==> src/rtl/branch_resolve_unit_pkg.sv <==
// Shared types and constants for the branch resolve unit and its in-flight queue.
package branch_resolve_unit_pkg;

    localparam int BRU_PC_WIDTH = 32;
    localparam logic [BRU_PC_WIDTH-1:0] PC_INCR = 32'd4;

    typedef struct packed {
        logic [BRU_PC_WIDTH-1:0] pc;
        logic                    pred;
    } branch_entry_t;

endpackage

==> src/rtl/branch_resolve_unit_if.sv <==
// Fetch/execute-facing bus of the branch resolve unit: alloc, resolve and predictor update.
interface branch_resolve_unit_if
    import branch_resolve_unit_pkg::*;
#(
    parameter int ADDR_WIDTH = 6,
    parameter int PC_WIDTH   = BRU_PC_WIDTH
);
    logic                  alloc_valid;
    logic                  alloc_ready;
    logic [PC_WIDTH-1:0]   alloc_pc;
    logic                  alloc_pred;
    logic                  resolve_valid;
    logic                  resolve_taken;
    logic [PC_WIDTH-1:0]   resolve_target;
    logic                  update;
    logic [ADDR_WIDTH-1:0] updateAddr;
    logic                  branchTaken;
    logic                  flush;
    logic [PC_WIDTH-1:0]   redirect_pc;

    modport master (
        output alloc_valid, alloc_pc, alloc_pred,
        output resolve_valid, resolve_taken, resolve_target,
        input  alloc_ready, update, updateAddr, branchTaken, flush, redirect_pc
    );

    modport slave (
        input  alloc_valid, alloc_pc, alloc_pred,
        input  resolve_valid, resolve_taken, resolve_target,
        output alloc_ready, update, updateAddr, branchTaken, flush, redirect_pc
    );

endinterface

==> src/rtl/branch_resolve_unit_fifo.sv <==
// In-order circular buffer of in-flight branches; clear wins over push/pop.
module branch_inflight_fifo
    import branch_resolve_unit_pkg::*;
#(
    parameter int  DEPTH   = 4,
    parameter type entry_t = branch_entry_t
) (
    input  logic                   clk,
    input  logic                   rst_n,
    input  logic                   push,
    input  logic                   pop,
    input  logic                   clear,
    input  entry_t                 din,
    output entry_t                 head,
    output logic                   full,
    output logic                   empty,
    output logic [$clog2(DEPTH):0] occupancy
);
    localparam int PTR_W = $clog2(DEPTH);

    logic [PTR_W-1:0] head_ptr;
    logic [PTR_W-1:0] tail_ptr;
    logic [PTR_W:0]   count;
    entry_t           mem [DEPTH];
    logic             do_push;
    logic             do_pop;

    assign full      = (count == (PTR_W+1)'(DEPTH));
    assign empty     = (count == '0);
    assign do_push   = push && !full && !clear;
    assign do_pop    = pop && !empty && !clear;
    assign head      = mem[head_ptr];
    assign occupancy = count;

    always_ff @(posedge clk) begin
        if (do_push) mem[tail_ptr] <= din;
    end

    // DEPTH is a power of two, so pointer wrap is plain binary overflow.
    always_ff @(posedge clk or negedge rst_n) begin
        if (!rst_n) begin
            head_ptr <= '0;
            tail_ptr <= '0;
            count    <= '0;
        end else if (clear) begin
            head_ptr <= '0;
            tail_ptr <= '0;
            count    <= '0;
        end else begin
            if (do_push) tail_ptr <= tail_ptr + 1'b1;
            if (do_pop)  head_ptr <= head_ptr + 1'b1;
            case ({do_push, do_pop})
                2'b10:   count <= count + 1'b1;
                2'b01:   count <= count - 1'b1;
                default: count <= count;
            endcase
        end
    end

endmodule

==> src/rtl/branch_resolve_unit.sv <==
// Resolves in-flight predicted branches in order, updates the predictor and redirects fetch on mispredict.
module branch_resolve_unit
    import branch_resolve_unit_pkg::*;
#(
    parameter int ADDR_WIDTH = 6,
    parameter int PC_WIDTH   = BRU_PC_WIDTH,
    parameter int DEPTH      = 4,
    parameter int CNT_WIDTH  = 16
) (
    input  logic                   clk,
    input  logic                   rst_n,
    branch_resolve_unit_if.slave   bus,
    output logic                   resolve_err,
    output logic [CNT_WIDTH-1:0]   mispredict_count,
    output logic [$clog2(DEPTH):0] occupancy
);
    branch_entry_t head;
    branch_entry_t alloc_entry;
    logic          full;
    logic          empty;
    logic          do_resolve;
    logic          mispredict;

    assign alloc_entry     = '{pc: bus.alloc_pc, pred: bus.alloc_pred};
    assign bus.alloc_ready = !full;
    assign do_resolve      = bus.resolve_valid && !empty;
    assign mispredict      = do_resolve && (bus.resolve_taken != head.pred);

    // A mispredict squashes every younger entry, including a same-cycle alloc.
    branch_inflight_fifo #(
        .DEPTH   (DEPTH),
        .entry_t (branch_entry_t)
    ) u_fifo (
        .clk       (clk),
        .rst_n     (rst_n),
        .push      (bus.alloc_valid && !full),
        .pop       (do_resolve && !mispredict),
        .clear     (mispredict),
        .din       (alloc_entry),
        .head      (head),
        .full      (full),
        .empty     (empty),
        .occupancy (occupancy)
    );

    always_ff @(posedge clk or negedge rst_n) begin
        if (!rst_n) begin
            bus.update       <= 1'b0;
            bus.updateAddr   <= '0;
            bus.branchTaken  <= 1'b0;
            bus.flush        <= 1'b0;
            bus.redirect_pc  <= '0;
            resolve_err      <= 1'b0;
            mispredict_count <= '0;
        end else begin
            bus.update <= do_resolve;
            bus.flush  <= mispredict;
            if (do_resolve) begin
                bus.updateAddr  <= head.pc[ADDR_WIDTH+1:2];
                bus.branchTaken <= bus.resolve_taken;
            end
            if (mispredict) begin
                bus.redirect_pc <= bus.resolve_taken ? bus.resolve_target : head.pc + PC_INCR;
                if (mispredict_count != '1) mispredict_count <= mispredict_count + 1'b1;
            end
            if (bus.resolve_valid && empty) resolve_err <= 1'b1;
        end
    end

endmodule
==> src/flat_wrapper.sv <==
// flat-port wrapper written by rule: the top's interface ports become plain ports
module branch_resolve_unit_flat import branch_resolve_unit_pkg::*;
#(
    parameter int ADDR_WIDTH = 6,
    parameter int PC_WIDTH   = BRU_PC_WIDTH,
    parameter int DEPTH      = 4,
    parameter int CNT_WIDTH  = 16
)
  (clk, rst_n, resolve_err, mispredict_count, occupancy, bus_alloc_valid, bus_alloc_pc, bus_alloc_pred, bus_resolve_valid, bus_resolve_taken, bus_resolve_target, bus_alloc_ready, bus_update, bus_updateAddr, bus_branchTaken, bus_flush, bus_redirect_pc);
  branch_resolve_unit_if #(.ADDR_WIDTH(ADDR_WIDTH), .PC_WIDTH(PC_WIDTH)) bus_i ();
  input  logic clk;
  input  logic rst_n;
  output logic resolve_err;
  output logic [CNT_WIDTH-1:0] mispredict_count;
  output logic [$clog2(DEPTH):0] occupancy;
  input wire logic [$bits(bus_i.alloc_valid)-1:0] bus_alloc_valid;
  input wire logic [$bits(bus_i.alloc_pc)-1:0] bus_alloc_pc;
  input wire logic [$bits(bus_i.alloc_pred)-1:0] bus_alloc_pred;
  input wire logic [$bits(bus_i.resolve_valid)-1:0] bus_resolve_valid;
  input wire logic [$bits(bus_i.resolve_taken)-1:0] bus_resolve_taken;
  input wire logic [$bits(bus_i.resolve_target)-1:0] bus_resolve_target;
  output wire logic [$bits(bus_i.alloc_ready)-1:0] bus_alloc_ready;
  output wire logic [$bits(bus_i.update)-1:0] bus_update;
  output wire logic [$bits(bus_i.updateAddr)-1:0] bus_updateAddr;
  output wire logic [$bits(bus_i.branchTaken)-1:0] bus_branchTaken;
  output wire logic [$bits(bus_i.flush)-1:0] bus_flush;
  output wire logic [$bits(bus_i.redirect_pc)-1:0] bus_redirect_pc;
  assign bus_i.alloc_valid = bus_alloc_valid;
  assign bus_i.alloc_pc = bus_alloc_pc;
  assign bus_i.alloc_pred = bus_alloc_pred;
  assign bus_i.resolve_valid = bus_resolve_valid;
  assign bus_i.resolve_taken = bus_resolve_taken;
  assign bus_i.resolve_target = bus_resolve_target;
  assign bus_alloc_ready = bus_i.alloc_ready;
  assign bus_update = bus_i.update;
  assign bus_updateAddr = bus_i.updateAddr;
  assign bus_branchTaken = bus_i.branchTaken;
  assign bus_flush = bus_i.flush;
  assign bus_redirect_pc = bus_i.redirect_pc;
  branch_resolve_unit #(.ADDR_WIDTH(ADDR_WIDTH), .PC_WIDTH(PC_WIDTH), .DEPTH(DEPTH), .CNT_WIDTH(CNT_WIDTH)) u_core (.clk(clk), .rst_n(rst_n), .bus(bus_i), .resolve_err(resolve_err), .mispredict_count(mispredict_count), .occupancy(occupancy));
endmodule
==> config.mk <==
export PLATFORM = sky130hd
export DESIGN_NAME = branch_resolve_unit_flat
export DESIGN_NICKNAME = d
export VERILOG_FILES = /design/src/rtl/branch_resolve_unit_pkg.sv /design/src/rtl/branch_resolve_unit_if.sv /design/src/rtl/branch_resolve_unit_fifo.sv /design/src/rtl/branch_resolve_unit.sv /design/src/flat_wrapper.sv
export SDC_FILE = /design/constraint.sdc
export NUM_CORES = 1
export LEC_CHECK = 0
export BUFFER_PORTS_ARGS = -buffer_cell sky130_fd_sc_hd__buf_2
export CORE_AREA = 3 3 124 138
export CTS_CLUSTER_SIZE = 10
export DETAILED_ROUTE_END_ITERATION = 10
export DIE_AREA = 0 0 127 141
export GPL_TIMING_DRIVEN = 0
export PLACE_DENSITY_LB_ADDON = 0.1
export RECOVER_POWER = 25
export SLEW_MARGIN = 20
export SYNTH_ARGS = -nofsm -noshare
export SYNTH_HDL_FRONTEND = slang
export SYNTH_SLANG_ARGS = --single-unit
==> constraint.sdc <==
create_clock -name clk -period 4 [get_ports clk]
set_clock_uncertainty 0.1 [all_clocks]
set_input_delay 0.4 -clock clk [delete_from_list [all_inputs] [get_ports clk]]
set_output_delay 0.4 -clock clk [all_outputs]
set_load 0.05 [all_outputs]
==> results of run 1 <==
## power groups by stage
stage,combinational (mW),clock [mW],sequential [mW]
6_report,3.28,1.76,2.92
5_1_grt,3.51,1.88,2.97
4_1_cts,3.31,1.80,2.93
3_5_place_dp,3.29,0,2.97
3_3_place_gp,3.18,0,2.96
2_1_floorplan,1.59,0,3.76
## metal layers
| metal | share of wire | global-route usage | wire (um) | vias up |
|---|---|---|---|---|
| met5 | 0.00044 | 0 | 8 | - |
| met4 | 0.011 | 0.05590 | 193 | 2 |
| met3 | 0.058 | 0.04585 | 1036 | 17 |
| met2 | 0.48 | 0.3294 | 8619 | 157 |
| met1 | 0.45 | 0.2891 | 8124 | 2564 |
| li1 | - | - | - | 2401 |
## per-stage QoR
stage	setup WS [ps]	cell area [um^2]	cells	utilization	setup TNS, ps
floorplan	784.4	8476	558	-	0
global placement	-198.2	9376	888	0.5959	-23250
finish	404.2	10080	925	0.6408	0
detailed placement	417.5	9499	893	0.6037	0
CTS	400.0	10120	925	0.6431	0
global route	208.4	10080	925	0.6408	0
## sequential cells by signal, summed over array words and instances (netlist names), 2 cells and up
signal and cells:
u_core.mispredict_count 16, u_core.u_fifo.tail_ptr 2, u_core.bus.updateAddr 6, u_core.u_fifo.head_ptr 2, u_core.u_fifo.mem 132, u_core.bus.redirect_pc 32, u_core.u_fifo.occupancy 3
## worst max-delay path by stage
stage                     slack (ps)  cells after the start                      start                          to
after floorplan                  780                      9  u_core.u_fifo.head_ptr[0]     u_core.u_fifo.mem[0][0]
after global placement          -200                      9  u_core.u_fifo.head_ptr[0]    u_core.u_fifo.mem[0][29]
after detailed placement         420                     15  u_core.u_fifo.head_ptr[0]  u_core.u_fifo.occupancy[2]
after CTS                        400                     15  u_core.u_fifo.head_ptr[0]  u_core.u_fifo.occupancy[2]
after global routing             210                     15  u_core.u_fifo.head_ptr[0]  u_core.u_fifo.occupancy[2]
final                            400                     15  u_core.u_fifo.head_ptr[0]  u_core.u_fifo.occupancy[2]
## cells in the mapped netlist (2+ instances only)
library cell / number
clkbuf_1: 4
xor2_1: 9
o21a_1: 2
edfxtp_1: 132
buf_4: 6
a21oi_1: 21
nor2_1: 39
inv_1: 7
buf_2: 7
nor3_1: 3
o22ai_1: 16
buf_1: 3
nand2b_1: 3
mux4_1: 11
and3_1: 5
buf_12: 2
nand2_1: 58
mux2i_1: 8
dfrtp_1: 65
nand3_1: 18
nand4_1: 8
ha_1: 7
xnor2_1: 39
buf_6: 3
or3_1: 3
and4_1: 5
and2_1: 5
o21ai_0: 13
mux2_2: 3
nor3_2: 11
mux4_2: 22
## timing repair
item,in CTS,in global routing
endpoints found under the hold margin,16,0
hold buffers,1,0
gates resized for setup,0,0
## logic make-up after synthesis
kind of cell | after synthesis | share of synthesized area
AND/OR/NAND/NOR | 167 | 0.1050
buffers and inverters | 35 | 0.02583
XOR/XNOR | 48 | 0.04960
AO/OA/AOI/OAI | 59 | 0.04133
multiplexers | 44 | 0.1060
flip-flops | 197 | 0.6596
adder cells (fa/ha/maj) | 8 | 0.01270
## layout make-up
cell class              count  area, um^2
inverters                   9       33.78
flip-flops and latches    197        5590
repair buffers            136       742.0
multi-input cells         326        2671
fillers                  1175        5652
clock buffers              19       432.9
plain buffers              26       185.2
clock inverters            12       177.7
well taps                 200       250.2
==> results.py, run 1 <==
metrics = {
    "power": {
        "ir_drop_mv": 0.3278,
        "power_mw": 7.962,
        "power_frac_seq": 0.367,
        "p_comb_frac": 0.412,
        "switchingPower_mw": 3.130,
        "p_per_area_nw_per_um2": 789.7,
        "power.leakage_nw": 3.840,
        "internal_power_mw": 4.832,
        "swShare": 0.3931,
        "clkPwrFrac": 0.221,
    },
    "floorplan": {
        "coreArea_um2": 15740,
        "die_x_um": 127,
        "dieArea_um2": 17910,
        "die_h_um": 141,
        "num_rows": 48,
        "ios": 132,
        "start_util": 0.5386,
    },
    "synth": {
        "synth_area_um2": 8476,
        "post_synth_num_cell_types": 51,
        "synth_top_area_frac": 0.4677,
        "yosys_warnings": 0,
        "syn-num-nets": 636,
        "synth.ff_latch_count": 197,
        "synth_edf_count": 132,
        "postSynthCellCount": 558,
        "yosysSeqAreaShare": 0.6596,
        "synthTopCellsByArea": "edfxtp_1 47%, dfrtp_1 19%, mux4_2 5.8%",
        "synthFlopType": "edfxtp_1",
        "synthArstFlopShare": 0.3299,
        "avgSynthCellArea_um2": 15.19,
        "yosys.area.top_type": "edfxtp_1",
    },
    "run_status": {
        "status": "finished clean",
    },
    "cells_and_area": {
        "drive_gt1_frac": 0.2814,
        "final_common_cell": "edfxtp_1",
        "final_cell_mix": "132 x edfxtp_1, 107 x buf_2, 65 x dfrtp_1, 58 x nand2_1",
        "fin_nets": 791,
        "area_growth_pct": 18.97,
        "diodes": 0,
    },
    "routing": {
        "firstDrtPassIters": 5,
        "routed_via_density": 5.558,
        "drc": 0,
        "num_vias": 5141,
        "antenna_left": 0,
        "drt_iter0_markers": 368,
        "drt-wirelength-per-cell_um": 19.44,
        "finalWirelength_mm": 17.98,
    },
    "timing": {
        "whs_ps": 103.9,
        "finalCritPeriodShare": 0.8990,
        "grt_setup_unrepaired": "no",
        "period_minus_slack_ps": 3596,
        "slew_viol_final": 0,
        "max_slew_margin": 0.6165,
        "max_freq_mhz": 278.1,
        "setup_viol": 0,
        "worst_pin_slew_ps": 575.3,
        "hold_viol": 0,
    },
    "setup_path": {
        "critPathRequiredTime_ps": 4200,
        "path_class": "register to register",
        "cp-end-kind": "register",
        "r2r-start": "u_core.u_fifo.head_ptr[0]",
        "arrival_ps": 3800,
        "reg2reg_depth": 15,
        "path_buf_inv": 5,
        "startpoint_type": "register",
        "cp_common_cell": "nor2_1",
        "rr_endpoint": "u_core.u_fifo.occupancy[2]",
        "crit_chain": "buf_6 -> buf_12 -> mux4_2 -> xor2_1 -> nand2_1 -> buf_4 -> inv_2 -> nor2_1 -> inv_1 -> ha_1 -> fa_1 -> xnor2_1 -> nor2_1 -> xnor2_1 -> nor2_1",
        "r2r_slack_ps": 400,
        "crit_path_max_incr_delay_ps": 620,
        "crit_path_top_delay_cell": "mux4_2",
        "crit_family": "buffers and inverters",
        "critPathMaxFanout": 10,
    },
    "clock_tree": {
        "cts_root_buf": "clkbuf_16",
        "path_clk_slew_ps": 70,
        "cts_buffers": 17,
        "cts_setup_buffers": 0,
        "cts_buffer_depth": 2,
        "cts_tree": "built",
        "h-tree-depth": 4,
        "clock_latency_ps": 420,
        "cts_sinks": 197,
    },
    "place": {
        "io_buffers": 130,
        "routabilityCongestion": 0.8233,
        "hpwl_mm": 12.78,
    },
    "min_path": {
        "min_path_type": "primary input to register",
        "whs_endpoint": "u_core.resolve_err",
        "worstHoldStart": "bus_resolve_valid",
        "hold_depth": 2,
    },
    "global_route": {
        "grt_overflow_total": 0,
        "grt_pass1_vias": 5143,
        "grt_pass1_wl_mm": 28.36,
        "antenna_found_initial": 1,
        "grt_max_degree": 50,
        "grt.total_usage": 0.2060,
    },
    "run": {
        "maxCapViolCount": 0,
    },
}
No activity file was read; power rests on OpenSTA's default activity.
==> run 2: changes to the inputs <==
--- a/config.mk
+++ b/config.mk
@@ -11,8 +11,10 @@
 export DETAILED_ROUTE_END_ITERATION = 10
 export DIE_AREA = 0 0 127 141
 export GPL_TIMING_DRIVEN = 0
+export HOLD_SLACK_MARGIN = 0.03
 export PLACE_DENSITY_LB_ADDON = 0.1
 export RECOVER_POWER = 25
+export REMOVE_ABC_BUFFERS = 1
 export SLEW_MARGIN = 20
 export SYNTH_ARGS = -nofsm -noshare
 export SYNTH_HDL_FRONTEND = slang
==> run 2 against run 1 <==
Effect of this change: critical path depth fell by 1; sequential share of layout area rose by 0.88 points; first-iteration DRC count fell by 2.2%; sequential power rose by 1%; clock power fell by 10%; design area fell by 1.4%; global-route usage rose by 0.62 points; routed wire length rose by 1.6%; combinational power fell by 3%; hold slack got worse by 3.4 ps; non-clock buffer count fell by 21; fmax fell by 0.69%; critical endpoint unchanged; largest cell class unchanged; largest power group unchanged.
==> results.py, run 2 (synthesis gave the netlist of run 1 again) <==
metrics = {
    "run_status": {
        "status": "finished clean",
    },
    "routing": {
        "num_vias": 5152,
        "antenna_left": 0,
        "finalWirelength_mm": 18.28,
        "drt_iter0_markers": 360,
        "routed_via_density": 5.687,
        "drt-wirelength-per-cell_um": 20.17,
        "drc": 0,
        "firstDrtPassIters": 4,
    },
    "power": {
        "ir_drop_mv": 0.3487,
        "p_per_area_nw_per_um2": 777.6,
        "swShare": 0.4031,
        "power_mw": 7.729,
        "power_frac_seq": 0.383,
        "switchingPower_mw": 3.116,
        "clkPwrFrac": 0.204,
        "power.leakage_nw": 3.742,
        "internal_power_mw": 4.613,
        "p_comb_frac": 0.412,
    },
    "setup_path": {
        "critPathRequiredTime_ps": 4200,
        "reg2reg_depth": 14,
        "critPathMaxFanout": 28,
        "cp-end-kind": "register",
        "crit_chain": "buf_16 -> mux4_2 -> xor2_1 -> nand2_4 -> buf_12 -> inv_4 -> nor2_2 -> inv_1 -> ha_1 -> fa_1 -> xnor2_1 -> nor2_1 -> xnor2_1 -> nor2_1",
        "crit_path_max_incr_delay_ps": 590,
        "startpoint_type": "register",
        "arrival_ps": 3820,
        "path_class": "register to register",
        "crit_path_top_delay_cell": "dfrtp_4",
        "rr_endpoint": "u_core.u_fifo.occupancy[2]",
        "r2r_slack_ps": 380,
        "r2r-start": "u_core.u_fifo.head_ptr[1]",
    },
    "global_route": {
        "antenna_found_initial": 0,
        "grtUsageMet2": 0.3464,
        "grt_pass1_vias": 5277,
        "use_met3": 0.03903,
        "grt_pass1_wl_mm": 28.98,
        "grt-busiest-layer": "met2",
        "grt.met1_usage": 0.2865,
        "grt_overflow_total": 0,
        "grt.total_usage": 0.2122,
        "grt_max_degree": 45,
    },
    "timing": {
        "worst_pin_slew_ps": 995.6,
        "finalCritPeriodShare": 0.9052,
        "period_minus_slack_ps": 3621,
        "hold_viol": 0,
        "max_freq_mhz": 276.2,
        "slew_viol_final": 0,
        "worst_slack_ps": 379.3,
        "grt_setup_unrepaired": "no",
        "max_slew_margin": 0.3363,
        "setup_viol": 0,
    },
    "floorplan": {
        "coreArea_um2": 15740,
        "die_h_um": 141,
        "start_util": 0.5386,
        "num_rows": 48,
        "dieArea_um2": 17910,
        "die_x_um": 127,
        "ios": 132,
    },
    "min_path": {
        "min_path_type": "primary input to register",
        "whs_endpoint": "u_core.u_fifo.mem[3][4]",
        "worstHoldStart": "bus_alloc_pc[3]",
        "hold_depth": 1,
    },
    "clock_tree": {
        "h-tree-depth": 4,
        "cts_buffer_depth": 2,
        "clock_latency_ps": 420,
        "cts_sinks": 197,
        "cts_buffers": 17,
        "cts_root_buf": "clkbuf_16",
        "cts_tree": "built",
        "path_clk_slew_ps": 70,
    },
    "cells_and_area": {
        "final_common_cell": "edfxtp_1",
        "final_cell_mix": "132 x edfxtp_1, 100 x buf_2, 63 x dfrtp_1, 57 x nand2_1, 39 x xnor2_1",
        "ff_latch_area_um2": 5598,
        "drive_gt1_frac": 0.2776,
        "top_register": "u_core.u_fifo.mem",
        "fin_nets": 771,
        "area_growth_pct": 17.27,
        "largest_register_ffs": 132,
        "multi_input_area_um2": 2690,
        "reg_top3": "u_core.u_fifo.mem: 132 flops, u_core.bus.redirect_pc: 32 flops, u_core.mispredict_count: 16 flops",
        "diodes": 0,
        "num-fill-cells": 1188,
    },
    "place": {
        "routabilityCongestion": 0.7989,
        "io_buffers": 131,
        "pre_cts_ws_ps": -361.0,
        "hpwl_mm": 12.35,
    },
    "run": {
        "maxCapViolCount": 0,
    },
}
[run 2: worst max-delay path: cells and delay by family, from the launching register on]
family                   cells  cell delay (ps)
AND/OR/NAND/NOR              4              640
flip-flops                   1              590
adder cells (fa/ha/maj)      2              590
XOR/XNOR                     3              500
multiplexers                 1              390
buffers and inverters        4              660
[run 2: final cells by class]
cell class / instances / area share
clock inverter: 13 / 0.01108
clock buffer: 19 / 0.04355
multi-input combinational: 327 / 0.2706
tap: 200 / 0.02518
timing repair buffer: 141 / 0.08258
sequential: 197 / 0.5632
inverter: 9 / 0.003776
[run 2: per-stage QoR]
stage,setup TNS [ps],area [um^2],utilization,hold slack (ps),instances
2_1_floorplan,-134230,8290,-,4.409,532
3_3_place_gp,-503730,9196,0.5844,334.8,863
3_5_place_dp,-13720,9374,0.5957,257.3,870
4_1_cts,0,9961,0.6330,66.32,905
5_1_grt,0,9940,0.6317,99.37,906
6_report,0,9940,0.6317,100.5,906
[run 2: worst max path at each step]
stage	slack, ps	startpoint	end	cells past startpoint
after detailed placement	-360	u_core.u_fifo.head_ptr[0]	u_core.u_fifo.occupancy[2]	13
final	380	u_core.u_fifo.head_ptr[1]	u_core.u_fifo.occupancy[2]	14
after floorplan	-1000	u_core.u_fifo.head_ptr[0]	u_core.u_fifo.mem[0][0]	6
after global routing	150	u_core.u_fifo.head_ptr[1]	u_core.u_fifo.occupancy[2]	14
after CTS	40	u_core.u_fifo.head_ptr[1]	u_core.u_fifo.occupancy[2]	14
after global placement	-3310	u_core.u_fifo.head_ptr[0]	u_core.u_fifo.mem[0][25]	6
[run 2: power groups by stage]
stage / sequential (mW) / clock, mW / combinational, mW
after floorplan: 3.86 / 0 / 1.38
after global placement: 3.10 / 0 / 2.91
after detailed placement: 3.09 / 0 / 3.06
after CTS: 2.96 / 1.61 / 3.21
after global routing: 3.02 / 1.70 / 3.44
final: 2.96 / 1.58 / 3.19
[run 2: repair_timing]
item / in CTS / in global routing
gates resized for setup: 2 / 5
hold endpoints to repair: 29 / 0
endpoints found under the setup margin: 118 / 60
hold buffers: 1 / 0
buffers inserted: 2 / 0
pin swaps: 0 / 1
cloned: 0 / 1
[run 2: per-layer routing]
layer / vias to the layer above / wire length [um]
met5: - / 0
met4: 0 / 383
met3: 28 / 962
met2: 170 / 9107
met1: 2580 / 7824
li1: 2374 / -
